`src/rtl/uart_rx_fifo.sv`:
```
// UART receiver (start / DATA_BITS / optional parity / stop) feeding a first-word-fall-through
// receive FIFO with sticky error flags. Define UART_RX_PARITY_EN to add the parity stage.
module uart_rx_fifo #(
    parameter int CLOCK_FREQ = 50000000,
    parameter int BAUD_RATE  = 115200,
    parameter int DATA_BITS  = 8,
    parameter int FIFO_DEPTH = 32,
    parameter bit PARITY_ODD = 1'b0
) (
    input  logic                          clk,
    input  logic                          rst_n,
    input  logic                          rx,
    input  logic                          rd_en,
    output logic [DATA_BITS-1:0]          rd_data,
    output logic                          empty,
    output logic                          full,
    output logic [$clog2(FIFO_DEPTH):0]   count,
    input  logic                          clr_err,
    output logic                          frame_err,
    output logic                          overrun,
    output logic                          parity_err
);
    localparam int DIV      = CLOCK_FREQ / BAUD_RATE;
    localparam int CNT_W    = $clog2(DIV);
    localparam int IDX_W    = $clog2(DATA_BITS);
    localparam int PTR_W    = $clog2(FIFO_DEPTH);
    localparam int OCC_W    = PTR_W + 1;
    localparam logic [CNT_W-1:0] HALF_LOAD = CNT_W'(DIV / 2 - 1);
    localparam logic [CNT_W-1:0] FULL_LOAD = CNT_W'(DIV - 1);
    localparam logic [IDX_W-1:0] LAST_IDX  = IDX_W'(DATA_BITS - 1);
    localparam logic [OCC_W-1:0] DEPTH     = OCC_W'(FIFO_DEPTH);

    typedef enum logic [2:0] {
        S_IDLE,
        S_START,
        S_DATA,
        S_PARITY,
        S_STOP
    } state_e;

    logic                 rx_meta_q, rx_sync_q;
    state_e               state_q, state_d;
    logic [CNT_W-1:0]     cnt_q, cnt_d;
    logic [IDX_W-1:0]     idx_q, idx_d;
    logic [DATA_BITS-1:0] shift_q, shift_d;
    logic                 push, frame_set, par_set;
    logic                 do_push, do_pop, ovr_set;
    logic [PTR_W-1:0]     wr_ptr_q, wr_ptr_d, rd_ptr_q, rd_ptr_d;
    logic [OCC_W-1:0]     count_q, count_d;
    logic                 frame_err_q, frame_err_d, overrun_q, overrun_d;
    logic [DATA_BITS-1:0] mem_q [FIFO_DEPTH];
`ifdef UART_RX_PARITY_EN
    logic                 par_bad_q, par_bad_d;
    logic                 parity_err_q, parity_err_d;
`endif

    // rx is asynchronous to clk; only rx_sync_q is ever sampled.
    always_ff @(posedge clk or negedge rst_n) begin
        if (!rst_n) begin
            rx_meta_q <= 1'b1;
            rx_sync_q <= 1'b1;
        end else begin
            rx_meta_q <= rx;
            rx_sync_q <= rx_meta_q;
        end
    end

    always_ff @(posedge clk or negedge rst_n) begin
        if (!rst_n) begin
            state_q <= S_IDLE;
            cnt_q   <= '0;
            idx_q   <= '0;
            shift_q <= '0;
        end else begin
            state_q <= state_d;
            cnt_q   <= cnt_d;
            idx_q   <= idx_d;
            shift_q <= shift_d;
        end
    end

    always_comb begin
        state_d   = state_q;
        cnt_d     = cnt_q;
        idx_d     = idx_q;
        shift_d   = shift_q;
        push      = 1'b0;
        frame_set = 1'b0;
        par_set   = 1'b0;
`ifdef UART_RX_PARITY_EN
        par_bad_d = par_bad_q;
`endif
        case (state_q)
            S_IDLE: begin
                if (!rx_sync_q) begin
                    state_d = S_START;
                    cnt_d   = HALF_LOAD;
                end
            end
            S_START: begin
                if (cnt_q == '0) begin
                    if (rx_sync_q) begin
                        state_d = S_IDLE;
                    end else begin
                        state_d = S_DATA;
                        cnt_d   = FULL_LOAD;
                        idx_d   = '0;
                    end
                end else begin
                    cnt_d = cnt_q - CNT_W'(1);
                end
            end
            S_DATA: begin
                if (cnt_q == '0) begin
                    shift_d = {rx_sync_q, shift_q[DATA_BITS-1:1]};
                    cnt_d   = FULL_LOAD;
                    idx_d   = idx_q + IDX_W'(1);
                    if (idx_q == LAST_IDX) begin
`ifdef UART_RX_PARITY_EN
                        state_d = S_PARITY;
`else
                        state_d = S_STOP;
`endif
                    end
                end else begin
                    cnt_d = cnt_q - CNT_W'(1);
                end
            end
            S_PARITY: begin
`ifdef UART_RX_PARITY_EN
                if (cnt_q == '0) begin
                    par_bad_d = rx_sync_q != ((^shift_q) ^ PARITY_ODD);
                    par_set   = par_bad_d;
                    state_d   = S_STOP;
                    cnt_d     = FULL_LOAD;
                end else begin
                    cnt_d = cnt_q - CNT_W'(1);
                end
`else
                state_d = S_IDLE;
`endif
            end
            S_STOP: begin
                // Leave for IDLE on the sample cycle so a following start bit is not missed.
                if (cnt_q == '0) begin
                    state_d = S_IDLE;
                    if (!rx_sync_q) begin
                        frame_set = 1'b1;
`ifdef UART_RX_PARITY_EN
                    end else if (!par_bad_q) begin
`else
                    end else begin
`endif
                        push = 1'b1;
                    end
                end else begin
                    cnt_d = cnt_q - CNT_W'(1);
                end
            end
            default: state_d = S_IDLE;
        endcase
    end

    // A push into a full FIFO survives only if a pop frees the head in the same cycle.
    always_comb begin
        do_pop   = rd_en && (count_q != '0);
        do_push  = push && ((count_q != DEPTH) || do_pop);
        ovr_set  = push && !do_push;
        wr_ptr_d = do_push ? wr_ptr_q + PTR_W'(1) : wr_ptr_q;
        rd_ptr_d = do_pop  ? rd_ptr_q + PTR_W'(1) : rd_ptr_q;
        count_d  = count_q;
        if (do_push && !do_pop) begin
            count_d = count_q + OCC_W'(1);
        end else if (do_pop && !do_push) begin
            count_d = count_q - OCC_W'(1);
        end
        frame_err_d = frame_set | (frame_err_q & ~clr_err);
        overrun_d   = ovr_set   | (overrun_q   & ~clr_err);
`ifdef UART_RX_PARITY_EN
        parity_err_d = par_set  | (parity_err_q & ~clr_err);
`endif
    end

    always_ff @(posedge clk or negedge rst_n) begin
        if (!rst_n) begin
            wr_ptr_q    <= '0;
            rd_ptr_q    <= '0;
            count_q     <= '0;
            frame_err_q <= 1'b0;
            overrun_q   <= 1'b0;
        end else begin
            wr_ptr_q    <= wr_ptr_d;
            rd_ptr_q    <= rd_ptr_d;
            count_q     <= count_d;
            frame_err_q <= frame_err_d;
            overrun_q   <= overrun_d;
        end
    end

    always_ff @(posedge clk) begin
        if (do_push) begin
            mem_q[wr_ptr_q] <= shift_q;
        end
    end

`ifdef UART_RX_PARITY_EN
    always_ff @(posedge clk or negedge rst_n) begin
        if (!rst_n) begin
            par_bad_q    <= 1'b0;
            parity_err_q <= 1'b0;
        end else begin
            par_bad_q    <= par_bad_d;
            parity_err_q <= parity_err_d;
        end
    end
    assign parity_err = parity_err_q;
`else
    logic unused_par;
    assign unused_par = PARITY_ODD | par_set;
    assign parity_err = 1'b0;
`endif

    assign rd_data   = (count_q == '0) ? '0 : mem_q[rd_ptr_q];
    assign empty     = (count_q == '0);
    assign full      = (count_q == DEPTH);
    assign count     = count_q;
    assign frame_err = frame_err_q;
    assign overrun   = overrun_q;
endmodule
```
`config.mk`:
```
export PLATFORM = sky130hd
export DESIGN_NAME = uart_rx_fifo
export DESIGN_NICKNAME = d
export VERILOG_FILES = /design/src/rtl/uart_rx_fifo.sv
export SDC_FILE = /design/constraint.sdc
export NUM_CORES = 1
export LEC_CHECK = 0
export ABC_CLOCK_PERIOD_IN_PS = 3850
export CAP_MARGIN = 20
export CORE_ASPECT_RATIO = 0.5
export CORE_MARGIN = 4
export CORE_UTILIZATION = 46
export CTS_CLUSTER_SIZE = 30
export DETAILED_ROUTE_END_ITERATION = 6
export RECOVER_POWER = 25
export SKIP_CTS_REPAIR_TIMING = 1
export SKIP_LAST_GASP = 1
export SLEW_MARGIN = 25
export SYNTH_ARGS = -nofsm -noshare
export SYNTH_HDL_FRONTEND = slang
export SYNTH_SLANG_ARGS = --single-unit
```
`constraint.sdc`:
```
create_clock -name clk -period 3.85 [get_ports clk]
set_input_delay 0.385 -clock clk [delete_from_list [all_inputs] [get_ports clk]]
set_output_delay 0.385 -clock clk [all_outputs]
set_load 0.02 [all_outputs]
```
; After elaboration in Yosys (flattened, before gate mapping)
; Memories as Yosys holds them, arrays and structs flattened.
; Index checks and enable logic that the tools add are counted.
[op_classes]
add_sub_neg = 6
mul = 0
div = 0
magnitude_cmp = 0
eq_ne = 14
n_shift = 0
mux = 28
bitwise = 5
reduce_logical = 19
[ops]
columns = op, n
row1 = 9-bit two-way mux, 5
row2 = 9-bit one-hot mux with 4 select lines, 1
row3 = 3-bit two-way mux, 8
row4 = "2-bit inequality test, second input constant", 7
row5 = 6-bit two-way mux, 2
row6 = 3-bit one-hot mux with 4 select lines, 1
row7 = "5-bit by 1-bit adder with 5-bit output, second input constant", 2
row8 = 9-bit zero test, 1
row9 = "9-bit by 1-bit subtractor with 9-bit output, second input constant", 1
row10 = 1-bit two-way mux, 8
row11 = 8-bit two-way mux, 1
row12 = 4-bit AND reduction, 2
row13 = "6-bit by 1-bit adder with 6-bit output, second input constant", 1
row14 = "3-bit == test, second input constant", 2
row15 = "6-bit == test, second input constant", 1
row16 = 6-bit zero test, 1
row17 = "6-bit inequality test, second input constant", 1
row18 = 3-bit one-hot mux with 2 select lines, 1
row19 = 6-bit nonzero test, 1
row20 = "6-bit by 1-bit subtractor with 6-bit output, second input constant", 1
row21 = 1-bit logical AND, 5
row22 = 5-bit AND reduction, 1
row23 = 2-bit nonzero test, 2
row24 = 4-bit nonzero test, 1
row25 = other kinds (12), 15
[word_totals]
regBits = 43
latchBits = 0
ram_bits = 256
romBits = 0
input_bits = 5
output_inout_bits = 19
wordCells = 84
memories = 1
[mem_list]
columns = name, depth, word_bits, read_ports, rd_ports_with_merged_regs, write_ports, line_no
row1 = mem_q, 32, 8, 1, 0, 1, 51  ; logic [DATA_BITS-1:0] mem_q [FIFO_DEPTH];

; Depth between registers and ports, before layout
[logic_depth]
word_depth = 8
depth_mapped = 14
depth_no_buf = 13

; Least setup slack after synthesis
; OpenSTA, ideal clock, no wires.
[synth_timing]
path_kind = flip-flop to flip-flop
start = reg count_q[0], in the netlist count[0]
end = reg count_q[5], in the netlist count[5]
setup_time_ns = 0.143
t_arrival_ns = 3.009
path_slack_ns = 0.698
stages_incl_launch_ff = 12
n_path_buf = 0
synth_period_minus_slack_ns = 3.152
cell_sequence = dfrtp_1 -> or4_4 -> or3_4 -> nand2_2 -> ha_1 -> inv_1 -> ha_1 -> nand2_1 -> o21ai_0 -> mux2i_1 -> o311ai_0 -> xor2_1
[synth_via]
elab_chain_len = 7
elab_cells_between_ends = 14
[synth_rtl]
columns = element, line_no
row1 = from (decl), 49  ; logic [OCC_W-1:0] count_q, count_d;
row2 = from (signal assigned), 194  ; count_q <= count_d;
row3 = branches (longest 7 deep; another with 6-bit by 1-bit subtractor with 6-bit output), --
; Parallel ways; which one is timed is not known. The select of a mux whose other input is x is not followed.
; A chain may end at the register's enable or synchronous reset.

; Final worst setup path
[layout_timing]
start = reg rd_ptr_q[1]
end = out rd_data[2]
[layout_via]
elab_chain_len = 2
[layout_rtl]
columns = element, line_no
row1 = from (decl), 48  ; logic [PTR_W-1:0] wr_ptr_q, wr_ptr_d, rd_ptr_q, rd_ptr_d;
row2 = from (signal assigned), 193  ; rd_ptr_q <= rd_ptr_d;
row3 = memory read 32 x 8 bit, --
row4 = 8-bit two-way mux, 223  ; assign rd_data = (count_q == '0) ? '0 : mem_q[rd_ptr_q];
row5 = to (decl), 14  ; output logic [DATA_BITS-1:0] rd_data,
; No other way between the ends.

==> run summary <==
Psw: 2.249 mW
Die W: 239.4 µm
synthesized cell area: 0.01232 mm²
number of buffers created by CTS: 27
min cycle time layout: 3.609 ns
top post-synthesis cells by area: edfxtp_1 (62%), mux4_2 (9.0%), dfrtp_1 (8.3%), mux2i_1 (2.8%), ha_1 (1.4%)
Crit. End Element: output pin
clock skew: 0.01204 ns
fin area: 0.01383 mm²
Worst setup SP type: flop
dpl hpwl: 16.15 mm
first-pass GRT wire length: 39.71 mm
cell family with most CP delay: compound AO/OA/AOI/OAI gates
worst path cell trace: nand3_1 -> o221ai_1 -> a21oi_1 -> a21oi_1 -> a21boi_0 -> clkdlybuf4s50_1
Max H-tree Level: 1
most frequent CP cell: a21oi_1
CP max stage delay: 0.64 ns
worst-margin pin slew: 2.545 ns
Synth Register Bits: 299
share of power burned in the clock network: 31.7%
Post-synth EDFFs: 256
syn_nets: 717
share of Yosys cell area claimed by the top area cell type: 62.40%
Min-Delay Path Class: flop to flop
max cap viols: 1
period utilization: 93.74%
failing checks: capacitance limit, slew limit
DRC viols: 0
Syn Area/Cell: 17.67 µm²
Pint: 5.628 mW
flip-flop and latch area: 0.008776 mm²
cells after synthesis: 697
drt first pass iters: 4
area occupied by multi-input gates: 0.003311 mm²
initial cell density of the core: 46.70%
Sw Share: 28.55%
layout cells sized above 1: 19.08%
Clk pin slew, worst setup/hold paths: 0.07 ns
clock root buffer: clkbuf_16
count of cell types in the netlist: 72
Setup-failing EPs final: 0
CTS tree: built
Iter 0 DRT Violations: 500
Synth async-reset ratio: 14.38%
Die Y: 123.7 µm
unrepaired setup endpoints after global routing: no
largest net degree at the start of global routing: 44
top-count cell post-synth: edfxtp_1
io pins: 24
WL/cell: 23.45 µm
CP required: 3.46 ns
Ant. Diodes: 0
vias per cell: 5.770
total grt overflow: 0
number of global-route vias before repair: 6471
fmax: 277.1 MHz
PortBufs: 22
clk buf depth: 3
combinational group share of total power: 21.3%
warning count from the yosys run: 0
CP max-delay cell: clkdlybuf4s50_1
area of the core: 0.02638 mm²
All-Layer GR Usage: 18.04%
Reg power frac: 47.0%
slew margin rel.: -69.69%
Final Non-Filler Cells: 1112
Static Leak: 5.276 nW
Bufs and invs on worst path: 1
PwrDens: 569.4 mW/mm²
post-route setup TNS: 0 ns
nets: 761
maximum VDD drop: 0.2968 mV
final hold violation count: 0
CP max FO: 11
Worst-Skew Late Latency: 0.54 ns
Area after DPL: 0.01297 mm²
Area Growth Syn to Fin: 12.30%
worst setup path class: flop to output pin
outcome: complete, but fails checks
sequential fraction of the synthesis area: 71.16%
filler instances: 2109
GP Congestion: 0.7653
Worst EP arrival: 3.22 ns
via count: 6416
die area: 0.02962 mm²
Main synth FF type: edfxtp_1
routed wire length: 26.07 mm
Slew Limit Fails: 44
Inst Count DP: 1058
Yosys top cell by area: edfxtp_1
clk sink count: 299
initial antenna violation count: 0
Row Count: 42
antenna-violating nets left: 0
list of most frequent post-synthesis cells: edfxtp_1 (256), mux4_2 (49), dfrtp_1 (41)
metrics by stage:
step / utilization, % / power (mW) / worst slack (ns) / hold WS (ns)
floorplan: - / 4.819 / 0.6984 / 0.08941
global placement: 49.15 / 5.385 / 0.5331 / 0.3468
detailed placement: 49.17 / 5.394 / 0.4750 / 0.3496
CTS: 52.21 / 7.894 / -0.08657 / 0.05908
global route: 52.44 / 8.224 / 0.05287 / 0.3615
finish: 52.44 / 7.877 / 0.2410 / 0.3585
layout make-up:
| cell class | instances | area share, % |
|---|---|---|
| Sequential cell | 299 | 63.44 |
| Multi-Input combinational cell | 348 | 23.93 |
| Timing Repair Buffer | 51 | 3.283 |
| Tap cell | 352 | 3.184 |
| Inverter | 14 | 0.3799 |
| Clock buffer | 37 | 5.227 |
| Clock inverter | 11 | 0.5607 |
power by group through the flow:
stage               combinational, mW  sequential [mW]  clock, mW
floorplan                        1.13             3.69          0
global placement                 1.60             3.79          0
detailed placement               1.60             3.80          0
CTS                              1.60             3.73       2.56
global route                     1.79             3.71       2.72
finish                           1.68             3.70       2.50
layout by cell type, fill, tap and decap left out, types with 3 or more instances in the layout:
master,instances
a211oi_1,9
a21boi_1,6
a21o_1,3
a21oi_1,20
a22oi_1,14
a31oi_1,4
and2_1,3
and3_1,4
and4_1,4
buf_4,26
clkbuf_1,10
clkbuf_16,27
clkdlybuf4s50_1,20
clkinv_1,7
dfrtp_1,35
dfrtp_2,5
edfxtp_1,256
ha_1,14
inv_1,13
mux2_2,9
mux2i_1,34
mux4_2,49
nand2_1,21
nand2_2,3
nand3_1,6
nand3b_1,4
nand4_1,3
nor2_1,35
nor2b_1,7
nor3_1,4
nor4_1,4
o21ai_0,14
o221ai_1,7
o22ai_1,8
o31ai_1,3
xnor2_1,10
xor2_1,4
sequential cells by signal, indices dropped and copies added (netlist names):
name       flops
count          6
rd_ptr_q       5
rx_meta_q      1
idx_q          3
mem_q        256
state_q        3
overrun        1
rx_sync_q      1
shift_q        8
cnt_q          9
wr_ptr_q       5
frame_err      1
per-layer routing:
| metal | wire, µm | vias up | share of wire [%] | global-route usage [%] |
|---|---|---|---|---|
| met2 | 11800 | 145 | 45 | 27.81 |
| met4 | 301 | 0 | 1.2 | 2.789 |
| met1 | 12510 | 3375 | 48 | 27.01 |
| li1 | - | 2870 | - | - |
| met3 | 1459 | 26 | 5.6 | 4.336 |
| met5 | 0 | - | 0 | 0 |
logic make-up after synthesis:
| group | synth area share [%] |
|---|---|
| buffers and inverters | 2.041 |
| adders and majority gates | 1.584 |
| and+or+nand+nor | 5.413 |
| DFF | 71.16 |
| AOI/OAI and AO/OA | 6.145 |
| other | 0.03044 |
| muxes | 12.63 |
| xor gates and xnor gates | 0.9953 |
path summary, 6_finish.rpt:
path / startpoint / to / slack (ns) / cells past startpoint
worst max-delay path: rd_ptr_q[1] / rd_data[2] / 0.24 / 6
worst min-delay path: rx_meta_q / rx_sync_q / 0.36 / 0
worst max register to register: count[0] / count[5] / 0.45 / 11
worst min register to register: rx_meta_q / rx_sync_q / 0.36 / 0
max in group asynchronous: rst_n / rd_ptr_q[0] / 0.88 / 2
min in group asynchronous: rst_n / count[0] / 1.19 / 2
No activity file was read; power rests on OpenSTA's default activity.
